==> config.mk <==
export PLATFORM = sky130hd
export DESIGN_NAME = sar_sequencer
export DESIGN_NICKNAME = d
export VERILOG_FILES = /design/src/rtl/sar_pkg.sv /design/src/rtl/sar_edge_det.sv /design/src/rtl/sar_sequencer.sv
export SDC_FILE = /design/constraint.sdc
export NUM_CORES = 1
export LEC_CHECK = 0
export CORE_UTILIZATION = 59
export CTS_CLUSTER_SIZE = 28
export DETAILED_ROUTE_END_ITERATION = 10
export GPL_TIMING_DRIVEN = 0
export PLACE_DENSITY = 0.87
export SYNTH_ARGS = -nofsm -noshare
export SYNTH_HDL_FRONTEND = slang
export SYNTH_SLANG_ARGS = --single-unit
==> constraint.sdc <==
create_clock -name clk -period 3.65 [get_ports clk]
set_input_delay 0.73 -clock clk [delete_from_list [all_inputs] [get_ports clk]]
set_output_delay 0.73 -clock clk [all_outputs]
set_load 0.05 [all_outputs]
==> src/rtl/sar_pkg.sv <==
// rtl/sar_pkg.sv - shared state type, default widths and counter sizing for the SAR sequencer
package sar_pkg;

  typedef enum logic [2:0] {
    S_IDLE     = 3'd0,
    S_LOAD     = 3'd1,
    S_WAIT_RDY = 3'd2,
    S_SETTLE   = 3'd3,
    S_COMPARE  = 3'd4,
    S_FINISH   = 3'd5
  } sar_state_t;

  localparam int SAR_N_BITS         = 8;
  localparam int SAR_SETTLE_CYCLES  = 4;
  localparam int SAR_TIMEOUT_CYCLES = 65535;

  // Counters never shrink below one bit, even for degenerate parameter values.
  function automatic int cnt_width(input int value);
    return (value > 1) ? $clog2(value) : 1;
  endfunction

endpackage

==> src/rtl/sar_edge_det.sv <==
// rtl/sar_edge_det.sv - rising-edge detector on the synchronous DAC ready level
module sar_edge_det (
  input  logic clk,
  input  logic reset,
  input  logic i_level,
  output logic o_rise
);

  logic r_level_q;

  always_ff @(posedge clk or negedge reset) begin
    if (!reset) begin
      r_level_q <= 1'b0;
    end else begin
      r_level_q <= i_level;
    end
  end

  assign o_rise = i_level & ~r_level_q;

endmodule

==> src/rtl/sar_sequencer.sv <==
// rtl/sar_sequencer.sv - successive-approximation sequencer driving the PWM DAC, MSB first
module sar_sequencer
  import sar_pkg::*;
#(
  parameter int N_BITS         = SAR_N_BITS,
  parameter int SETTLE_CYCLES  = SAR_SETTLE_CYCLES,
  parameter int TIMEOUT_CYCLES = SAR_TIMEOUT_CYCLES
) (
  input  logic              clk,
  input  logic              reset,
  input  logic              start,
  input  logic              abort,
  input  logic              dac_ready,
  input  logic              comp_in,
  output logic [N_BITS-1:0] dac_code,
  output logic              dac_load,
  output logic              busy,
  output logic [N_BITS-1:0] result,
  output logic              done,
  output logic              timeout_err
);

  localparam int BW = cnt_width(N_BITS);
  localparam int SW = cnt_width(SETTLE_CYCLES);
  localparam int WW = cnt_width(TIMEOUT_CYCLES);

  localparam logic [SW-1:0]     SETTLE_LAST = SW'((SETTLE_CYCLES > 0) ? SETTLE_CYCLES - 1 : 0);
  localparam logic [WW-1:0]     WAIT_LAST   = WW'(TIMEOUT_CYCLES - 1);
  localparam logic [N_BITS-1:0] CODE_MSB    = {1'b1, {(N_BITS-1){1'b0}}};
  localparam logic [N_BITS-1:0] CODE_ONE    = N_BITS'(1);

  sar_state_t        r_state;
  logic [BW-1:0]     r_bit_idx;
  logic [SW-1:0]     r_settle_cnt;
  logic [WW-1:0]     r_wait_cnt;
  logic [N_BITS-1:0] r_dac_code;
  logic [N_BITS-1:0] r_result;
  logic              r_dac_load;
  logic              r_done;
  logic              r_timeout_err;

  logic              w_rdy_rise;
  logic [N_BITS-1:0] w_bit_mask;
  logic [N_BITS-1:0] w_code_resolved;

  sar_edge_det u_edge_det (
    .clk     (clk),
    .reset   (reset),
    .i_level (dac_ready),
    .o_rise  (w_rdy_rise)
  );

  // Trial bit survives only when the comparator says Vin >= Vdac.
  assign w_bit_mask      = CODE_ONE << r_bit_idx;
  assign w_code_resolved = comp_in ? r_dac_code : (r_dac_code & ~w_bit_mask);

  always_ff @(posedge clk or negedge reset) begin
    if (!reset) begin
      r_state       <= S_IDLE;
      r_bit_idx     <= '0;
      r_settle_cnt  <= '0;
      r_wait_cnt    <= '0;
      r_dac_code    <= '0;
      r_result      <= '0;
      r_dac_load    <= 1'b0;
      r_done        <= 1'b0;
      r_timeout_err <= 1'b0;
    end else begin
      r_dac_load    <= 1'b0;
      r_done        <= 1'b0;
      r_timeout_err <= 1'b0;
      if (abort && (r_state != S_IDLE)) begin
        r_state <= S_IDLE;
      end else begin
        case (r_state)
          S_IDLE: begin
            if (start) begin
              r_bit_idx  <= BW'(N_BITS - 1);
              r_dac_code <= CODE_MSB;
              r_dac_load <= 1'b1;
              r_state    <= S_LOAD;
            end
          end
          S_LOAD: begin
            r_wait_cnt <= '0;
            r_state    <= S_WAIT_RDY;
          end
          S_WAIT_RDY: begin
            if (w_rdy_rise) begin
              r_settle_cnt <= '0;
              r_state      <= (SETTLE_CYCLES == 0) ? S_COMPARE : S_SETTLE;
            end else if (r_wait_cnt == WAIT_LAST) begin
              r_timeout_err <= 1'b1;
              r_state       <= S_IDLE;
            end else begin
              r_wait_cnt <= r_wait_cnt + WW'(1);
            end
          end
          S_SETTLE: begin
            if (r_settle_cnt == SETTLE_LAST) begin
              r_state <= S_COMPARE;
            end else begin
              r_settle_cnt <= r_settle_cnt + SW'(1);
            end
          end
          S_COMPARE: begin
            if (r_bit_idx == '0) begin
              r_dac_code <= w_code_resolved;
              r_state    <= S_FINISH;
            end else begin
              r_dac_code <= w_code_resolved | (w_bit_mask >> 1);
              r_bit_idx  <= r_bit_idx - BW'(1);
              r_dac_load <= 1'b1;
              r_state    <= S_LOAD;
            end
          end
          S_FINISH: begin
            r_result <= r_dac_code;
            r_done   <= 1'b1;
            r_state  <= S_IDLE;
          end
          default: r_state <= S_IDLE;
        endcase
      end
    end
  end

  assign dac_code    = r_dac_code;
  assign dac_load    = r_dac_load;
  assign busy        = (r_state != S_IDLE);
  assign result      = r_result;
  assign done        = r_done;
  assign timeout_err = r_timeout_err;

endmodule

==> run metrics, run 1 <==
clock insertion delay at the later pin of the skew report 0.30 ns; Final Non-Filler Cells 304; DP Wirelength roughly 3300 µm; multiplexer area fraction after synthesis under 10%; number of CTS-inserted buffers 5; die height approximately 63 µm; Max Fclk around 0.36 GHz; R2R Path End r_wait_cnt[2]; Detailed Route Iter0 Violations between 150 and 200; vias in the first global route 1720; Reg-to-Reg Start r_wait_cnt[2]; Crit Path Max Fanout 10; IO Pins 26; Avg WL per Cell 14.7 µm; WHS 0.322 ns; outcome finished clean; depth of the CTS H-tree 2; Slew Limit Fails 0; crit path launch type register; first-pass GRT wire length around 8000 µm; postcts setup bufs 0; Worst setup startpoint r_state[0]; Fillers between 200 and 250; area of the multi-input gates around 0.0010 mm²; core area ~0.0035 mm²; post-synthesis xor/xnor area fraction 0.396%; Final Power approximately 1.1 mW; synthesized area around 0.0022 mm²; peak supply drop ~0.4 mV; die area approximately 0.004 mm²; fraction of layout cells with a size suffix above 1 approximately 11%; Worst EP arrival roughly 2.1 ns; Worst Path Required 2.92 ns; final WL 4480 µm; Tcrit/Tclk final approximately three quarters; final worst slack between 0.8 and 0.9 ns; Fin Clk Skew just under 0.008 ns; simple-gate share of the synthesized area about 21%; clk root buf clkbuf_8; Compound-Gate Fraction of Synth Area between 10% and 20%; Worst slew margin approximately 50%; worst setup path class register to primary output; Area Growth Syn to Fin 18.8%; die width between 60 and 70 µm; minimum clock period after layout roughly 2.8 ns; Routability Congestion about 0.86; vias ~1800; Buffers on Ports 25; initial antenna violation count 0; Post-CTS Hold Buffers 0; num rows 21; Initial Util 63.7%; FF/Latch Area around 0.0011 mm²; count of cell types in the netlist 40; largest net degree at the start of global routing 32; Critical Path End Type primary output; overall routing resource usage between 20 and 30%; adder-cell area share of the yosys netlist approximately 4.5%; reg-to-reg slack, setup 1.48 ns; Clock Tree Buf Depth 2; final setup TNS 0 ns; worst hold path type primary input to async pin; Worst Reg-to-Reg Cells 7; post-route ant nets 0; post-CTS sizing 0; Total Nets Final 271; Avg Synthesized Cell Area approximately 9.9 µm²; Vias/cell roughly 5.9; First-pass DRT Iterations 5; Post-Place Cells 296; clock sinks 44; Syn. warnings 0; largest family of logic cells by synthesized area simple AND/OR/NAND/NOR gates; Post-Syn Nets roughly 240; final setup fails 0; static leakage power roughly 1.2 nW; Max Cap Viol 0; Post-route DRC 0; Final Hold Viols 0; Pwr Density ~430 mW/mm²; Synth Register Bits 44; register area share after synthesis between 40 and 50%; CTS tree yes; total grt overflow 0; post-place setup slack 0.860 ns; worst setup path end busy; unrepaired setup endpoints after global routing false; Gate Count Post-Synth approximately 220; clk slew on worst S/H paths 0.09 ns; worst slew pin tran approximately 0.73 ns; # diodes 0
[worst min path at each step]
stage / slack (ns) / startpoint / depth (start not counted) / end
after detailed placement: 0.46 / r_wait_cnt[9] / 1 / r_wait_cnt[9]
after global routing: 0.34 / reset / 1 / dac_code[3]
after CTS: 0.33 / reset / 1 / dac_code[3]
after floorplan: 0.43 / reset / 0 / dac_code[0]
after global placement: 0.46 / r_wait_cnt[9] / 1 / r_wait_cnt[9]
final: 0.32 / reset / 1 / dac_code[3]
[layer usage]
metal,track usage (%),up-vias,routed length (µm)
met4,8.52,0,54
li1,-,876,-
met3,5.62,7,182
met1,35.8,871,2110
met5,0,-,0
met2,40.3,50,2130
[layout by cell type (no fill, tap or decap), drive strengths merged, types with 2 or more instances in the layout]
| cell type | n |
|---|---|
| nor3 | 6 |
| nand4 | 5 |
| and2 | 4 |
| a21oi | 13 |
| clkdlybuf4s50 | 24 |
| mux2 | 8 |
| and3 | 2 |
| buf | 6 |
| a31oi | 4 |
| nor2 | 18 |
| nand2 | 27 |
| o21ai | 25 |
| a32o | 6 |
| inv | 5 |
| o31ai | 2 |
| a21o | 2 |
| a22o | 3 |
| dfrtp | 44 |
| clkbuf | 12 |
| nand2b | 3 |
| nand3 | 11 |
| mux2i | 3 |
| or3 | 3 |
| and2b | 2 |
| ha | 8 |
[cell usage after synthesis]
cell type,count,area [µm²]
nor2_1,18,67.6
and2_1,3,18.8
buf_2,1,5.00
or4_1,1,7.51
inv_1,5,18.8
or3_1,3,18.8
o211ai_2,1,12.5
buf_4,1,7.51
a22o_1,3,26.3
nor4_1,1,6.26
or2_2,1,6.26
o21ai_0,21,105
and3_1,2,12.5
buf_6,2,22.5
a21o_1,2,15.0
mux2_2,8,90.1
and4_2,1,10.0
nand4_1,4,25.0
a32o_1,6,60.1
nand3b_1,1,7.51
a211oi_1,1,7.51
and2b_2,2,17.5
or2b_2,1,8.76
xnor2_1,1,8.76
o31ai_1,2,15.0
a21oi_1,13,65.1
dfrtp_1,44,1100
nand3_1,11,55.1
mux2i_1,3,30.0
ha_1,8,100
nor3_1,6,30.0
a31oi_1,4,25.0
nand2b_1,3,18.8
nor2b_1,1,6.26
clkbuf_1,5,18.8
o21ai_1,4,20.0
and2_4,1,8.76
nand4_4,1,21.3
nand4b_1,1,8.76
nand2_1,27,101
[critical path, stage by stage (launching register included)]
cell	delay [ns]
dfrtp_1	0.43
clkbuf_1	0.23
or3_1	0.40
clkdlybuf4s50_1	0.71
[per-stage QoR]
step | util (%) | area, µm²
CTS | 75.8 | 2630
global placement | 72.6 | 2520
detailed placement | 73.1 | 2530
floorplan | - | 2210
finish | 75.8 | 2630
global route | 75.8 | 2630
[state kept, by name (all words and copies together), names as in the netlist]
register,count
dac_code,8
dac_load,1
r_settle_cnt,2
done,1
timeout_err,1
r_wait_cnt,16
result,8
r_state,3
u_edge_det.r_level_q,1
r_bit_idx,3
[cell families after synthesis]
logic type | count (synthesis)
simple gates | 89
compound gates | 57
flops | 44
buf+inv | 14
mux | 11
fa+ha+maj | 8
xor+xnor | 1
[report_power, final]
| part | internal, mW | total, mW | switching (mW) | leakage (nW) |
|---|---|---|---|---|
| Combinational | 0.0944 | 0.252 | 0.157 | 0.523 |
| Clock | 0.154 | 0.321 | 0.167 | 0.0445 |
| Sequential | 0.520 | 0.554 | 0.0342 | 0.584 |
| Total | 0.768 | 1.13 | 0.359 | 1.15 |
[area by class of cell]
type                       count  share of cell area (%)
clock buffer                   7                    3.29
clock inverter                 1                   0.286
tap                           46                    2.19
buffer                         9                    2.05
inverter                       5                   0.714
timing repair buffer          26                    10.1
multi-input combinational    166                    39.5
sequential                    44                    41.9
Power figures use the tool's default switching activity.
==> inputs of run 2 (changes only) <==
--- a/config.mk
+++ b/config.mk
@@ -5,11 +5,11 @@
 export SDC_FILE = /design/constraint.sdc
 export NUM_CORES = 1
 export LEC_CHECK = 0
-export CORE_UTILIZATION = 59
+export CORE_UTILIZATION = 55
 export CTS_CLUSTER_SIZE = 28
 export DETAILED_ROUTE_END_ITERATION = 10
 export GPL_TIMING_DRIVEN = 0
-export PLACE_DENSITY = 0.87
+export PLACE_DENSITY = 0.82
 export SYNTH_ARGS = -nofsm -noshare
 export SYNTH_HDL_FRONTEND = slang
 export SYNTH_SLANG_ARGS = --single-unit
==> constraint.sdc (replaced) <==
create_clock -name clk -period 2.6 [get_ports clk]
set_input_delay 0.52 -clock clk [delete_from_list [all_inputs] [get_ports clk]]
set_output_delay 0.52 -clock clk [all_outputs]
set_load 0.05 [all_outputs]
==> run metrics, run 2 (same netlist as run 1, synthesis figures left out) <==
Routability Congestion 0.847 (-1.6%); clock sinks 44 (unchanged); clk slew on worst S/H paths 0.08 ns (about the same); Crit path top cell by count buf_6; overall routing resource usage 23.1% (-2.7 points); largest net degree at the start of global routing 34 (+6.3%); Final Hold Viols 0 (unchanged); DP Wirelength 3120 µm (-4.0%); post-route ant nets 0 (unchanged); postcts setup bufs 0 (unchanged); total grt overflow 0 (unchanged); initial antenna violation count 0 (unchanged); Vias/cell 5.74 (-3.3%); Fin Clk Skew 0.00710 ns (-0.000705 ns); outcome finished clean; Final Power 1.56 mW (+39%); # diodes 0 (unchanged); Avg WL per Cell 14.2 µm (-3.9%); Buffers on Ports 25 (unchanged); Post-CTS Hold Buffers 0 (unchanged); commonest non-fill, non-tap cell in the layout dfrtp_1; unrepaired setup endpoints after global routing false; critical-path cell list clkdlybuf4s50_1 -> and2b_2 -> nor4_1 -> and2_4 -> buf_6 -> buf_6 -> nand3_1 -> mux2i_1; Largest Register r_wait_cnt; IO Pins 26 (unchanged); worst slew pin tran 0.762 ns (+0.0276 ns); final setup TNS 0 ns (unchanged); core area 0.00377 mm² (+8.7%); die area 0.00428 mm² (+7.0%); Detailed Route Iter0 Violations 115 (-26%); Tcrit/Tclk final around 90%; peak supply drop 0.438 mV (+6.3%); Post-route DRC 0 (unchanged); num rows 22 (+4.8%); Critical Path End Type register; Total Nets Final 271 (unchanged); clock insertion delay at the later pin of the skew report 0.30 ns (about the same); vias 1756 (-2.7%); Levels on crit path 8 (+5); Worst Path Required 2.81 ns (-0.11 ns); worst hold path type primary input to async pin; final worst slack 0.258 ns (-0.585 ns); Max Fclk about 0.43 GHz; die width 65.4 µm (+3.5%); static leakage power 1.17 nW (+1.4%); critical path's slowest cell nor4_1; number of CTS-inserted buffers 5 (unchanged); final WL 4330 µm (-3.3%); Area Growth Syn to Fin 19.0%; Slew Limit Fails 0 (unchanged); Largest delay share family, worst path simple AND/OR/NAND/NOR gates; WL met1 2130 µm (+1.2%); minimum clock period after layout 2.34 ns; clk root buf clkbuf_8; WL met2 1970 µm (-7.8%); die height 65.4 µm (+3.5%); worst setup path class primary input to register; crit path launch type primary input; Max stage delay on crit path 0.64 ns (-0.07 ns); vias in the first global route 1630 (-5.2%); Crit Path Max Fanout 10 (unchanged); CTS tree yes; first-pass GRT wire length 7310 µm (-8.6%); Pwr Density 593 mW/mm² (+38%); Fillers 290 (+17%); Clock Tree Buf Depth 2 (unchanged); met3 routed WL 166 µm (-8.8%); Worst slew margin 49.0% (-1.8 points); post-place setup slack -0.0397 ns (-0.900 ns); Initial Util 58.6% (-5.1 points); Worst EP arrival 2.55 ns (+0.47 ns); depth of the CTS H-tree 2 (unchanged); First-pass DRT Iterations 4 (-1); Worst Reg-to-Reg Cells 7 (unchanged); final setup fails 0 (unchanged); commonest cells after routing, fill and taps aside dfrtp_1, nand2_1, clkdlybuf4s50_1; Max Used Layer met4; WHS 0.0901 ns (-0.232 ns); fraction of layout cells with a size suffix above 1 11.6% (+0.39 points); Buf/Inv on CP 3 (+1); Max Cap Viol 0 (unchanged); max reg flops 16 (unchanged)
[run 2: cell count changes in the layout (fill, tap and decap cells not counted)]
| cell | before | now |
|---|---|---|
| clkbuf_1 | 6 | 5 |
| dlymetal6s2s_1 | 0 | 1 |
| clkdlybuf4s50_1 | 24 | 23 |
| clkinv_2 | 0 | 2 |
| clkinvlp_4 | 1 | 0 |
[run 2: area by class of cell]
type / count / area (µm²) / share of cell area [%]
repair buffers: 26 / 268 / 10.2
well taps: 48 / 60.1 / 2.28
inverters: 5 / 18.8 / 0.713
clock buffers: 6 / 82.6 / 3.14
multi-input cells: 166 / 1040 / 39.4
clock inverters: 2 / 10.0 / 0.380
flip-flops and latches: 44 / 1100 / 41.8
plain buffers: 9 / 53.8 / 2.04
[run 2: report_power, final]
| group | internal [mW] | switching (mW) |
|---|---|---|
| Sequential | 0.730 | 0.0483 |
| Combinational | 0.133 | 0.214 |
| Clock | 0.212 | 0.225 |
| Total | 1.07 | 0.487 |
[run 2: repair_timing]
item / 4_1_cts / 5_1_grt
endpoints found under the setup margin: 0 / 1
resized for setup: 0 / 1
hold endpoints to repair: 0 / 0
[run 2: path summary, 6_finish.rpt]
path / start / endpoint / slack [ns]
max in group asynchronous: reset / r_wait_cnt[1] / 2.05
min in group clk: r_wait_cnt[9] / r_wait_cnt[9] / 0.49
hold / removal: reset / timeout_err / 0.09
setup / recovery: dac_ready / r_wait_cnt[15] / 0.26
setup reg to reg: r_state[0] / r_wait_cnt[15] / 0.44
hold reg to reg: r_wait_cnt[9] / r_wait_cnt[9] / 0.49
[run 2: through the flow]
step                std cells  utilization (%)  instance area [µm²]
floorplan                 224                -                 2210
global placement          297             66.9                 2520
detailed placement        298             67.3                 2540
CTS                       306             69.7                 2630
global route              306             69.8                 2630
finish                    306             69.8                 2630
[run 2: worst reg2reg max path: cells and delay by family (launching register included)]
kind	cells	cell delay, ns
simple gates	4	1.24
flops	1	0.42
buf+inv	2	0.26
mux	1	0.16
[run 2: metal layers]
layer	vias up	GRT usage, %
met2	36	33.6
met4	0	10.1
met1	843	32.6
met3	4	5.73
li1	873	-
met5	-	0
==> inputs of run 3 (changes only) <==
--- a/config.mk
+++ b/config.mk
@@ -5,6 +5,7 @@
 export SDC_FILE = /design/constraint.sdc
 export NUM_CORES = 1
 export LEC_CHECK = 0
+export CORE_MARGIN = 8
 export CORE_UTILIZATION = 55
 export CTS_CLUSTER_SIZE = 28
 export DETAILED_ROUTE_END_ITERATION = 10
==> run metrics, run 3 (same netlist as run 1, synthesis figures left out) <==
Worst EP arrival 2.41 ns (-0.14 ns); max reg flops 16 (unchanged); clk slew on worst S/H paths 0.09 ns (about the same); Vias/cell 5.82 (+1.5%); core area 0.00394 mm² (+4.5%); Max stage delay on crit path 0.47 ns (-0.17 ns); overall routing resource usage 15.5% (-7.6 points); clock sinks 44 (unchanged); die height 79.4 µm (+21%); first-pass GRT wire length 7900 µm (+8.0%); post-route ant nets 0 (unchanged); Post-route DRC 0 (unchanged); Total Nets Final 271 (unchanged); num rows 23 (+4.5%); worst slew pin tran 0.793 ns (+0.0304 ns); Pwr Density 620 mW/mm² (+4.4%); worst hold path type primary input to async pin; clock insertion delay at the later pin of the skew report 0.30 ns (about the same); Area Growth Syn to Fin 20.1%; worst setup path class primary input to register; Worst Reg-to-Reg Cells 7 (unchanged); Post-Place Cells 300 (+0.67%); Max Fclk 0.449 GHz (+5.2%); area of the multi-input gates 0.00104 mm² (+0.60%); CTS tree yes; minimum clock period after layout 2.23 ns (-0.115 ns); Final Non-Filler Cells 308 (+0.65%); unrepaired setup endpoints after global routing false; R2R Path End r_wait_cnt[15]; die width 79.4 µm (+21%); commonest non-fill, non-tap cell in the layout dfrtp_1; Critical Path End Type register; Fin Clk Skew 0.0129 ns (+0.00581 ns); final setup TNS 0 ns (unchanged); commonest cells after routing, fill and taps aside dfrtp_1, nand2_1, clkdlybuf4s50_1; largest net degree at the start of global routing 30 (-12%); FF/Latch Area 0.00110 mm² (unchanged); post-place setup slack -0.108 ns (-0.0684 ns); Final Power 1.65 mW (+5.4%); Routability Congestion 0.860 (+1.4%); vias in the first global route 1656 (+1.6%); Final Util 67.3% (-2.4 points); Largest Register r_wait_cnt; Worst Path Required 2.78 ns (-0.03 ns); Slew Limit Fails 0 (unchanged); DP Wirelength 3460 µm (+11%); # diodes 0 (unchanged); Final Hold Viols 0 (unchanged); Worst slew margin 47.0% (-2.0 points); First-pass DRT Iterations 4 (unchanged); outcome finished clean; Largest delay share family, worst path simple AND/OR/NAND/NOR gates; crit path launch type primary input; final WL 4640 µm (+7.0%); Initial Util 56.1% (-2.5 points); Crit Path Max Fanout 6 (-4); reg-to-reg slack, setup 0.38 ns (-0.06 ns); Avg WL per Cell 15.0 µm (+6.3%); final worst slack 0.373 ns (+0.115 ns); final setup fails 0 (unchanged); critical path's slowest cell clkdlybuf4s50_1; Tcrit/Tclk final 85.7% (-4.4 points); postcts setup bufs 0 (unchanged); Reg-to-Reg Start r_wait_cnt[2]; vias 1794 (+2.2%); critical-path cell list clkdlybuf4s50_1 -> nand2b_1 -> or3_1 -> clkbuf_1 -> nor3_1 -> nand2_1 -> a32o_1; Buf/Inv on CP 2 (-1); Buffers on Ports 25 (unchanged); IO Pins 26 (unchanged); die area 0.00630 mm² (+47%); Max Cap Viol 0 (unchanged); Fillers 304 (+4.8%); fraction of layout cells with a size suffix above 1 11.6% (unchanged); depth of the CTS H-tree 2 (unchanged); static leakage power 1.17 nW (+0.42%); total grt overflow 0 (unchanged); peak supply drop 0.423 mV (-3.3%); Detailed Route Iter0 Violations 132 (+15%); initial antenna violation count 0 (unchanged); clk root buf clkbuf_8; number of CTS-inserted buffers 5 (unchanged); Clock Tree Buf Depth 2 (unchanged)
-- run 3: cell count changes in the layout (fill, tap and decap cells not counted), sizes merged --
cell / delta
bufinv: +1
clkinv: -1
-- run 3: area by class of cell --
type                    count  share of cell area [%]
plain buffers               9                    2.03
multi-input cells         166                    39.3
well taps                  50                    2.36
inverters                   5                   0.707
flip-flops and latches     44                    41.5
clock inverters             2                    1.32
clock buffers               6                    2.73
repair buffers             26                    10.1
-- run 3: repair_timing --
item                                    CTS  global route
hold buffers                              0             0
endpoints found under the setup margin    0             2
resized for setup                         0             2
-- run 3: power by group --
group / internal (mW) / switching [mW] / leakage, nW
Sequential: 0.729 / 0.0488 / 0.584
Combinational: 0.134 / 0.224 / 0.533
Clock: 0.285 / 0.224 / 0.0552
Total: 1.15 / 0.497 / 1.17
-- run 3: per-layer routing --
metal  part of all wire (%)  global-route usage, %
met1                     46                   20.0
met2                     48                   25.1
met3                    4.7                   3.83
met4                    1.3                   4.81
met5                      0                      0
-- run 3: how the worst max path moves through the flow --
stage / from / end / cells past startpoint
after floorplan: r_wait_cnt[2] / r_wait_cnt[14] / 7
after global placement: reset / r_wait_cnt[12] / 1
after detailed placement: dac_ready / r_wait_cnt[13] / 8
after CTS: r_state[0] / busy / 3
after global routing: abort / dac_code[5] / 7
final: abort / dac_code[5] / 7
-- run 3: per-stage QoR --
| stage | area [µm²] | hold WS (ns) |
|---|---|---|
| 2_1_floorplan | 2210 | 0.224 |
| 3_3_place_gp | 2520 | 0.458 |
| 3_5_place_dp | 2540 | 0.457 |
| 4_1_cts | 2650 | 0.137 |
| 5_1_grt | 2660 | 0.157 |
| 6_report | 2660 | 0.128 |
